==> src/rtl/stack_arbiter.sv <==
// Round-robin arbiter and sequencer sharing one hardware stack
// between the CPU datapath (port A) and the trap unit (port B).
module stack_arbiter #(
  parameter int W     = 10,
  parameter int DEPTH = 7,
  localparam int DW   = $clog2(DEPTH + 1)
) (
  input  logic          clk,
  input  logic          rst,
  input  logic          a_req,
  input  logic          a_op,
  input  logic [W-1:0]  a_wdata,
  output logic          a_ack,
  output logic          a_err,
  output logic [W-1:0]  a_rdata,
  input  logic          b_req,
  input  logic          b_op,
  input  logic [W-1:0]  b_wdata,
  output logic          b_ack,
  output logic          b_err,
  output logic [W-1:0]  b_rdata,
  output logic          stk_push,
  output logic          stk_pop,
  output logic [W-1:0]  stk_wdata,
  input  logic [W-1:0]  stk_rdata,
  output logic [DW-1:0] depth,
  output logic          full,
  output logic          empty,
  output logic          ovf,
  output logic          unf,
  input  logic          clr_err
);

  typedef enum logic [1:0] {
    IDLE,
    ISSUE,
    ACK
  } state_t;

  localparam logic [DW-1:0] DMAX = DW'(DEPTH);

  state_t        state;
  state_t        state_nxt;
  logic          gnt_b;
  logic          last_b;
  logic          op_q;
  logic          err_q;
  logic [W-1:0]  data_q;
  logic          any_req;
  logic          pick_b;
  logic          in_issue;
  logic          in_ack;
  logic          legal;
  logic          bad;

  assign any_req  = a_req | b_req;
  assign pick_b   = b_req & (~a_req | ~last_b);
  assign in_issue = (state == ISSUE);
  assign in_ack   = (state == ACK);
  assign legal    = op_q ? (depth != '0)
                         : (depth != DMAX);
  assign bad      = in_issue & ~legal;

  assign stk_push  = in_issue & ~op_q & legal;
  assign stk_pop   = in_issue & op_q & legal;
  assign stk_wdata = in_issue ? data_q : '0;

  assign a_ack = in_ack & ~gnt_b;
  assign b_ack = in_ack & gnt_b;
  assign a_err = a_ack & err_q;
  assign b_err = b_ack & err_q;

  assign full  = (depth == DMAX);
  assign empty = (depth == '0);

  // State register
  always_ff @(posedge clk or posedge rst) begin
    if (rst) state <= IDLE;
    else     state <= state_nxt;
  end

  // Next state: one cycle each in ISSUE and ACK
  always_comb begin
    state_nxt = state;
    unique case (state)
      IDLE:    if (any_req) state_nxt = ISSUE;
      ISSUE:   state_nxt = ACK;
      ACK:     state_nxt = IDLE;
      default: state_nxt = IDLE;
    endcase
  end

  // Grant and latch winner's op/data; last_b starts at B so A wins first tie
  always_ff @(posedge clk or posedge rst) begin
    if (rst) begin
      gnt_b  <= 1'b0;
      last_b <= 1'b1;
      op_q   <= 1'b0;
      data_q <= '0;
    end else if (state == IDLE && any_req) begin
      gnt_b  <= pick_b;
      last_b <= pick_b;
      op_q   <= pick_b ? b_op : a_op;
      data_q <= pick_b ? b_wdata : a_wdata;
    end
  end

  // Depth tracking and error flag, only touched in ISSUE
  always_ff @(posedge clk or posedge rst) begin
    if (rst) begin
      depth <= '0;
      err_q <= 1'b0;
    end else if (in_issue) begin
      err_q <= ~legal;
      if (stk_push)     depth <= depth + 1'b1;
      else if (stk_pop) depth <= depth - 1'b1;
    end
  end

  // Pop results land in the winner's register only
  always_ff @(posedge clk or posedge rst) begin
    if (rst) begin
      a_rdata <= '0;
      b_rdata <= '0;
    end else if (stk_pop) begin
      if (gnt_b) b_rdata <= stk_rdata;
      else       a_rdata <= stk_rdata;
    end
  end

  // Sticky flags; a new error beats a same-cycle clear
  always_ff @(posedge clk or posedge rst) begin
    if (rst) begin
      ovf <= 1'b0;
      unf <= 1'b0;
    end else begin
      if (clr_err) begin
        ovf <= 1'b0;
        unf <= 1'b0;
      end
      if (bad && !op_q) ovf <= 1'b1;
      if (bad && op_q)  unf <= 1'b1;
    end
  end

endmodule

==> config.mk <==
export PLATFORM = sky130hd
export DESIGN_NAME = stack_arbiter
export DESIGN_NICKNAME = d
export VERILOG_FILES = /design/src/rtl/stack_arbiter.sv
export SDC_FILE = /design/constraint.sdc
export NUM_CORES = 1
export LEC_CHECK = 0
export ABC_AREA = 1
export CORE_AREA = 4 4 74 76
export DETAILED_ROUTE_END_ITERATION = 16
export DIE_AREA = 0 0 78 80
export PLACE_DENSITY = 0.8
export SLEW_MARGIN = 20
export SYNTH_ARGS = -nofsm -noshare
export SYNTH_HDL_FRONTEND = slang
export SYNTH_SLANG_ARGS = --single-unit
==> constraint.sdc <==
create_clock -name clk -period 2.3 [get_ports clk]
set_input_delay 0.46 -clock clk [delete_from_list [all_inputs] [get_ports clk]]
set_output_delay 0.46 -clock clk [all_outputs]
set_load 0.02 [all_outputs]
# ---- Yosys cells after proc, flatten, opt, wreduce, memory -nomap -nowiden
# Cells that the tools add are included.
dict set report word_totals {
  reg_bits 41
  inputBits 37
  out_inout_bits 43
}
dict set report op_classes {
  n_addsub 2
  n_eq_ne 5
  muxes 11
  bitwise_logic 17
  reduce_logical 13
}
# op count
set ops {}
lappend ops {{10-bit two-way mux} 2}
lappend ops {{1-bit AND} 10}
lappend ops {{3-bit two-way mux} 2}
lappend ops {{2-bit AND reduction} 3}
lappend ops {{2-bit nonzero test} 3}
lappend ops {{1-bit two-way mux} 5}
lappend ops {{1-bit NOT} 5}
lappend ops {{2-bit one-hot mux with 2 select lines} 1}
lappend ops {{3-bit by 1-bit adder with 3-bit output, second input constant} 1}
lappend ops {{3-bit equality test, second input constant} 1}
lappend ops {{1-bit logical AND} 3}
lappend ops {{3-bit logical NOT} 1}
lappend ops {{3-bit != test, second input constant} 1}
lappend ops {{3-bit nonzero test} 1}
lappend ops {{3-bit by 1-bit subtractor with 3-bit output, second input constant} 1}
lappend ops {{2-bit by 1-bit equality test with 1-bit output, second input constant} 1}
lappend ops {{2-bit equality test, second input constant} 1}
lappend ops {{2-bit logical NOT} 1}
lappend ops {{2-bit two-way mux} 1}
lappend ops {{2-bit != test, second input constant} 1}
lappend ops {{1-bit bitwise OR} 2}
lappend ops {{1-bit logical NOT} 1}

# ---- Longest topological paths before layout
# Gate-level depths: netlist (run 1).
dict set report depth {
  depth_word 6
  depth_mapped 14
}

# ---- Worst setup path after synthesis (run 1)
# OpenSTA, ideal clock, no wires.
dict set report synth_timing {
  path_type {reg2reg}
  start {register depth[0]}
  end {register depth[2]}
  arrival_time_ns 2.176
  required_ns 2.182
  slack_ns 0.006
  path_stages_with_launch 15
  path_cell_list {dfrtp_1 nor2_1 nand2_1 nand2_1 nand2_1 nand2_1 nor2_2 inv_1 fa_1 nand2_1 inv_1 nor2_1 nand4_1 nand2_1 nand2_1}
}
dict set report synth_between {
  elab_chain_cells 5
}
# element line
set synth_lines {}
lappend synth_lines {{start, declared} 26} ;# output logic [DW-1:0] depth,
lappend synth_lines {{start signal, assigned} 115} ;# if (stk_push) depth <= depth + 1'b1;
lappend synth_lines {{start signal, assigned} 116} ;# else if (stk_pop) depth <= depth - 1'b1;
lappend synth_lines {{3-bit != test / 3-bit nonzero test (equally long branches)} {61, 60}}
lappend synth_lines {{1-bit two-way mux (*)} 60} ;# assign legal = op_q ? (depth != '0)
lappend synth_lines {{1-bit AND (*)} 64} ;# assign stk_push = in_issue & ~op_q & legal;
lappend synth_lines {{net stk_push} 22} ;# output logic stk_push,
lappend synth_lines {{2-bit nonzero test (no line)} --}
lappend synth_lines {{2-bit AND reduction (no line)} --}
# The timed path passes the listed nets; every way through them passes the cells marked *. The select of a mux whose other input is x is not followed.
# A chain may end at the register's enable or synchronous reset.

# ---- Worst setup path in the final report (run 1)
dict set report layout_timing {
  start {register depth[1]}
  end {register depth[2]}
}
dict set report layout_between {
  elab_chain_cells 5
}
# element line
set layout_lines {}
lappend layout_lines {{3-bit != test / 3-bit nonzero test (equally long branches)} {61, 60}}
lappend layout_lines {{1-bit two-way mux} 60}
lappend layout_lines {{1-bit AND, on equally long branches} {64, 65}}
lappend layout_lines {{2-bit nonzero test (no line)} --}
lappend layout_lines {{2-bit AND reduction (no line)} --}
# Parallel ways exist; a longest one is shown, timed or not. The select of a mux whose other input is x is not followed.

==> metrics.md, run 1 <==
| Metric | Value |
|---|---|
| Status | finished, final reports clean |
| First-pass GRT wire length | 8376 um |
| Mapped Cells | 242 |
| Layout cells sized above 1 | 10.37% |
| Vias in the first global route | 1820 |
| # DRC | 0 |
| Post-synth top area share | 49.84% |
| Post-synthesis net count | 280 |
| Leakage | 1.508 nW |
| Main area contributors after synthesis | dfrtp_1 50%, nand2_1 14%, nand4_1 6.9% |
| Antenna-violating nets left | 0 |
| Worst ir drop on vdd | 689.3 uV |
| Yosys top cell by area | dfrtp_1 |
| Clock Latency Late Sink | 0.29 ns |
| R2R Setup Slk | 0.10 ns |
| Iteration-0 DRC Markers | 141 |
| DP Area | 0.002882 mm^2 |
| Die height | 80 um |
| Top Ports | 80 |
| Cell Chain, Critical Path | nand3_1 > nand2_1 > nand2_1 > nand2_1 > nor2_2 > inv_1 > fa_1 > nand2_1 > inv_1 > nor2_1 > nand4_1 > nand2_1 > nand2_1 |
| Die area | 0.006240 mm^2 |
| Mean number of vias per cell | 4.858 |
| R2r endpoint | depth[2] |
| Ys async rst share | 100.0% |
| Placer congestion estimate | 0.8529 |
| Setup violators final | 0 |
| Period Utilization, post-route | 95.55% |
| Max_slew headroom | 61.15% |
| Netlist cell types | 23 |
| Post-route insts no fill | 395 |
| CP delay by family, top | simple AND/OR/NAND/NOR gates |
| Wire per inst | 13.08 um |
| Clock-pin slew on the worst setup and hold paths | 0.08 ns |
| Peak per-stage delay on the critical path | 0.45 ns |
| Final instance area | 0.003022 mm^2 |
| CP Capture Point | depth[2] |
| Num CTS Buffers | 5 |
| Max-cap viol count | 0 |
| Clock sink count | 41 |
| Final Slew Violations | 0 |
| Worst path required time | 2.48 ns |
| GR Util All Layers | 17.12% |
| DR pass1 iterations | 4 |
| Pwr/cell area | 1403 mW/mm^2 |
| Syn avg cell area | 8.298 um^2 |
| Worst slack, placed | 0.1406 ns |
| IO buf count | 79 |
| H-tree level count | 2 |
| Core area | 0.004723 mm^2 |
| Fmax | 455.0 MHz |
| Layout Nets | 365 |
| Detailed-route via count | 1919 |
| Final Hold Viols | 0 |
| Reg2reg path depth | 13 |
| Worst Path Buf+Inv | 2 |
| Worst setup startpoint | depth[1] |
| Syn Std Cell Area | 0.002008 mm^2 |
| Width of the chip | 78 um |
| Cell Rows | 25 |
| Initial Utilization | 42.52% |
| Nature of the critical path endpoint | flip-flop |
| Inst Count DP | 384 |
| Cell mode on critical path | nand2_1 |
| Clock Path Buffers | 2 |
| Root buffer cell | clkbuf_8 |
| Yosys warning count | 0 |
| Most common cell in the netlist | nand2_1 |
| Initial antenna violation count | 0 |
| Sequential area share after synthesis | 51.15% |
| Post-synthesis register bit count | 41 |
| PnR worst setup slack | 0.1022 ns |
| GRT overflow | 0 |
| Synth top cells by count | 76 x nand2_1, 40 x dfrtp_1, 27 x nor2_1, 24 x inv_1, 23 x o21ai_0 |
| DPL Wire Length | 3806 um |
| CTS tree | yes |
| Post-Route WL | 5167 um |
| Slew at the pin closest to its max-slew limit | 0.5792 ns |
| Crit-path slowest cell | dfrtp_2 |
| RR Startpoint | depth[1] |
| Min Clock Period, post-route | 2.198 ns |
| Synth Flop Type | dfrtp_1 |
| Data arrival time of the worst path | 2.38 ns |
| Area Growth Syn to Fin | 50.47% |
| Crit-path max FO | 6 |
| Cts hold-fix bufs | 0 |
| Worst setup SP type | flip-flop |
| Worst min-delay path class | in -> async |
| Number of synthesized flops with an enable pin | 0 |
| Number of diodes | 0 |
| CP Depth | 13 |
| Crit Path Category | reg -> reg |
| Largest net degree at the start of global routing | 28 |
| Setup Skew | 0.008800 ns |
-- routing by layer --
metal / wire, um / GRT usage [%]
met4: 58 / 5.070
met1: 2094 / 20.16
met2: 2564 / 28.42
met3: 449 / 7.336
met5: 0 / 0
-- worst min-delay path by stage --
stage	start	to	slack, ns	depth (start not counted)
after floorplan	last_b	last_b	0.44	2
final	rst	data_q[2]	0.46	2
after detailed placement	b_rdata[0]	b_rdata[0]	0.46	2
after global placement	b_rdata[0]	b_rdata[0]	0.45	2
after global routing	rst	data_q[4]	0.49	2
after CTS	rst	data_q[2]	0.46	2
-- cells in the final DEF, fill, tap and decap left out, drive strengths merged --
cell type	Yosys	routed
inv	25	24
dfstp	1	1
dfrtp	40	40
dlygate4sd2	0	12
o21ai	23	23
nor3	3	3
nor4	2	2
bufinv	0	1
buf	9	11
clkbuf	3	7
nand2	77	77
nand3	2	2
nand4	25	25
dlymetal6s2s	0	2
clkdlybuf4s50	0	65
nor2	29	29
fa	1	1
clkinv	0	1
a21oi	2	2
-- repair_timing --
action / 4_1_cts / 5_1_grt
gates cloned: 0 / 0
buffers inserted: 0 / 3
setup endpoints to repair: 13 / 3
resized for setup: 15 / 6
-- through the flow --
stage	util [%]	power [mW]	hold slack, ns	TNS (ns)
floorplan	-	2.687	0.4431	0
global placement	61.01	3.581	0.4537	0
detailed placement	61.01	3.649	0.4585	0
CTS	63.34	4.220	0.4627	0
global route	63.97	4.546	0.4862	-0.03303
finish	63.97	4.239	0.4582	0
-- cell type report --
type / count / area, um^2
fillers: 403 / 1702
flip-flops and latches: 41 / 1032
repair buffers: 90 / 875.8
multi-input cells: 164 / 817.0
inverters: 25 / 96.34
clock buffers: 7 / 86.33
well taps: 67 / 83.83
clock inverters: 1 / 30.03
-- report_power, final --
group / internal, mW / switching, mW / total (mW) / leakage (nW)
logic: 0.949 / 1.35 / 2.30 / 0.953
registers: 1.09 / 0.250 / 1.34 / 0.497
clock network: 0.354 / 0.241 / 0.595 / 0.0585
total: 2.39 / 1.85 / 4.24 / 1.51
-- registers in the layout (all words and copies together), names as in the netlist --
register,flops
state,2
b_rdata,10
err_q,1
data_q,10
a_rdata,10
op_q,1
gnt_b,1
last_b,1
unf,1
depth,3
ovf,1
-- kinds of logic (layout without fill, tap and decap cells) --
group                      Yosys count  after routing  synth area share [%]
adders and majority gates            1              1                0.9969
AOI/OAI and AO/OA                   25             25                 6.231
DFF                                 41             41                 51.15
and+or+nand+nor                    138            138                 33.15
buffers and inverters               37            123                 8.473
(Power assumes the default switching activity.)
==> inputs of run 2 (changes only) <==
CORE_AREA = 4 4 63 88   (was 4 4 74 76)
DIE_AREA = 0 0 67 92   (was 0 0 78 80)
PLACE_DENSITY = 0.81   (was 0.8)
==> run 2 against run 1 <==
- sequential power hardly changed
- non-clock buffer count is 3 lower
- largest power group unchanged
- hold slack improved by 0.012 ns
- register-to-register slack gained 0.15 ns
- flip-flop and latch count stayed put
- routed wire length shrank 3.5%
- global-route usage hardly changed
- total power down 4.3%
- critical path depth fell by 11
- sequential share of layout area is 0.67 points higher
- first-iteration DRC count grew 45%
- clock power down 15%
==> metrics.md, run 2 (same netlist as run 1, synthesis figures left out) <==
| Metric | Value |
|---|---|
| Status | finished, final reports clean (unchanged) |
| Antenna-violating nets left | 0 (unchanged) |
| Nature of the critical path endpoint | output port (was flip-flop) |
| Setup bufs post-CTS | 0 (unchanged) |
| GR Util All Layers | 17.17% (was 17.12%) |
| Reg power frac | 32.9% (was 31.6%) |
| DPL Wire Length | 3831 um (was 3806 um) |
| Num CTS Buffers | 5 (unchanged) |
| Largest net degree at the start of global routing | 42 (was 28) |
| Period Utilization, post-route | 91.19% (was 95.55%) |
| Mean number of vias per cell | 4.792 (was 4.858) |
| GRT overflow | 0 (unchanged) |
| Layout Nets | 362 (was 365) |
| Setup TNS | 0 ns (unchanged) |
| Most frequent cells in the layout | 76 x nand2_1, 65 x clkdlybuf4s50_1, 37 x dfrtp_1 (was 76 x nand2_1, 65 x clkdlybuf4s50_1, 36 x dfrtp_1) |
| Clock Path Buffers | 2 (unchanged) |
| Wire per inst | 12.81 um (was 13.08 um) |
| Worst slack, placed | 0.2045 ns (was 0.1406 ns) |
| Crit Path Category | reg -> out (was reg -> reg) |
| Initial Utilization | 42.13% (was 42.52%) |
| Initial antenna violation count | 0 (unchanged) |
| Die height | 92 um (was 80 um) |
| Fmax | 476.8 MHz (was 455.0 MHz) |
| CTS tree | yes (unchanged) |
| Worst ir drop on vdd | 591.3 uV (was 689.3 uV) |
| Cell Chain, Critical Path | nor3_1 > clkdlybuf4s50_1 (was nand3_1 > nand2_1 > nand2_1 > nand2_1 > nor2_2 > inv_1 > fa_1 > nand2_1 > inv_1 > nor2_1 > nand4_1 > nand2_1 > nand2_1) |
| Width of the chip | 67 um (was 78 um) |
| Vias in the first global route | 1822 (was 1820) |
| Worst min-delay path class | reg -> reg (was in -> async) |
| Detailed-route via count | 1864 (was 1919) |
| Registers with the most flip-flops | a_rdata x10, b_rdata x10, data_q x10 (unchanged) |
| Core area | 0.004767 mm^2 (was 0.004723 mm^2) |
| Worst path required time | 1.84 ns (was 2.48 ns) |
| Setup Skew | 0.003279 ns (was 0.008800 ns) |
| Post-Route WL | 4984 um (was 5167 um) |
| Data arrival time of the worst path | 1.64 ns (was 2.38 ns) |
| Die area | 0.006164 mm^2 (was 0.006240 mm^2) |
| Peak per-stage delay on the critical path | 0.66 ns (was 0.45 ns) |
| Layout cells sized above 1 | 8.615% (was 10.37%) |
| Post-Route Utilization | 62.10% (was 63.97%) |
| Number of diodes | 0 (unchanged) |
| Leakage | 1.491 nW (was 1.508 nW) |
| Clock Latency Late Sink | 0.28 ns (was 0.29 ns) |
| Pint | 2.274 mW (was 2.392 mW) |
| Clock-pin slew on the worst setup and hold paths | 0.07 ns (was 0.08 ns) |
| Most common cell after layout, fill and taps aside | nand2_1 (unchanged) |
| Unrepaired setup endpoints after global routing | false |
| First-pass GRT wire length | 8245 um (was 8376 um) |
| Clock sink count | 41 (unchanged) |
| DR pass1 iterations | 4 (unchanged) |
| Worst setup SP type | flip-flop (unchanged) |
| Final Hold Viols | 0 (unchanged) |
| H-tree level count | 2 (unchanged) |
| Crit-path max FO | 6 (unchanged) |
| Pwr/cell area | 1370 mW/mm^2 (was 1403 mW/mm^2) |
| Sw frac | 43.94% (was 43.56%) |
| Iteration-0 DRC Markers | 204 (was 141) |
| Clock share of power | 12.5% (was 14.0%) |
| Placer congestion estimate | 0.8191 (was 0.8529) |
| Top Ports | 80 (unchanged) |
| Fill count | 465 (was 403) |
| PnR worst setup slack | 0.2026 ns (was 0.1022 ns) |
| Proportion of power drawn by combinational gates | 54.6% (was 54.3%) |
| Setup violators final | 0 (unchanged) |
| Cell Rows | 30 (was 25) |
| Sw power | 1.782 mW (was 1.846 mW) |
| Final Slew Violations | 0 (unchanged) |
| # DRC | 0 (unchanged) |
| Slew at the pin closest to its max-slew limit | 0.5120 ns (was 0.5792 ns) |
| IO buf count | 79 (unchanged) |
| Root buffer cell | clkbuf_8 (unchanged) |
| Max-cap viol count | 0 (unchanged) |
| Crit-path slowest cell | clkdlybuf4s50_1 (was dfrtp_2) |
| Area Growth Syn to Fin | 47.41% (was 50.47%) |
| Max_slew headroom | 65.87% (was 61.15%) |
| Min Clock Period, post-route | 2.097 ns (was 2.198 ns) |
-- run 2: worst max-delay path, delay by kind of cell, from the launching register on --
| family | cells | cell delay (ns) |
|---|---|---|
| flops | 1 | 0.48 |
| simple gates | 1 | 0.22 |
| buf+inv | 1 | 0.66 |
-- run 2: final timing paths --
check / from / endpoint / slack, ns / cells past startpoint
worst max-delay path: state[0] / b_ack / 0.20 / 2
worst min-delay path: last_b / last_b / 0.47 / 2
worst max register to register: state[1] / depth[2] / 0.25 / 13
worst min register to register: last_b / last_b / 0.47 / 2
max in group asynchronous: rst / depth[0] / 1.31 / 3
min in group asynchronous: rst / a_rdata[4] / 0.60 / 3
-- run 2: what timing repair did --
action	4_1_cts	5_1_grt
cloned	0	0
endpoints found under the setup margin	12	3
resized for setup	13	4
pin swaps	0	0
hold buffers	0	0
-- run 2: final cells by class --
class	instances	area, um^2	area share [%]
clock inverter	1	5.005	0.1691
timing repair buffer	87	840.8	28.40
sequential	41	1031	34.83
tap	64	80.08	2.705
multi-input combinational	164	810.8	27.39
clock buffer	7	96.34	3.254
inverter	25	96.34	3.254
-- run 2: power groups by stage --
stage | logic, mW | registers [mW] | clock network (mW)
after floorplan | 1.12 | 1.57 | 0
after global placement | 2.24 | 1.33 | 0
after detailed placement | 2.29 | 1.35 | 0
after CTS | 2.24 | 1.33 | 0.521
after global routing | 2.45 | 1.39 | 0.558
final | 2.21 | 1.33 | 0.508
-- run 2: metal layers --
metal / global-route usage, % / vias up / routed length, um
li1: - / 946 / -
met1: 19.65 / 839 / 1926
met2: 30.35 / 72 / 2548
met3: 5.147 / 7 / 449
met4: 4.230 / 0 / 59
met5: 0 / - / 0
-- run 2: through the flow --
stage | hold WS [ns] | instance area (um^2) | total power [mW] | instances
finish | 0.4702 | 2960 | 4.056 | 389
global route | 0.4889 | 2960 | 4.401 | 389
CTS | 0.4763 | 2953 | 4.098 | 389
detailed placement | 0.4573 | 2865 | 3.634 | 381
global placement | 0.4542 | 2865 | 3.572 | 381
floorplan | 0.4431 | 2008 | 2.687 | 242
==> inputs of run 3 (changes only) <==
HOLD_SLACK_MARGIN = 0.08   (was default)
==> results of run 3 <==
The final DEF is identical to that of run 2; final timing and power are the same.
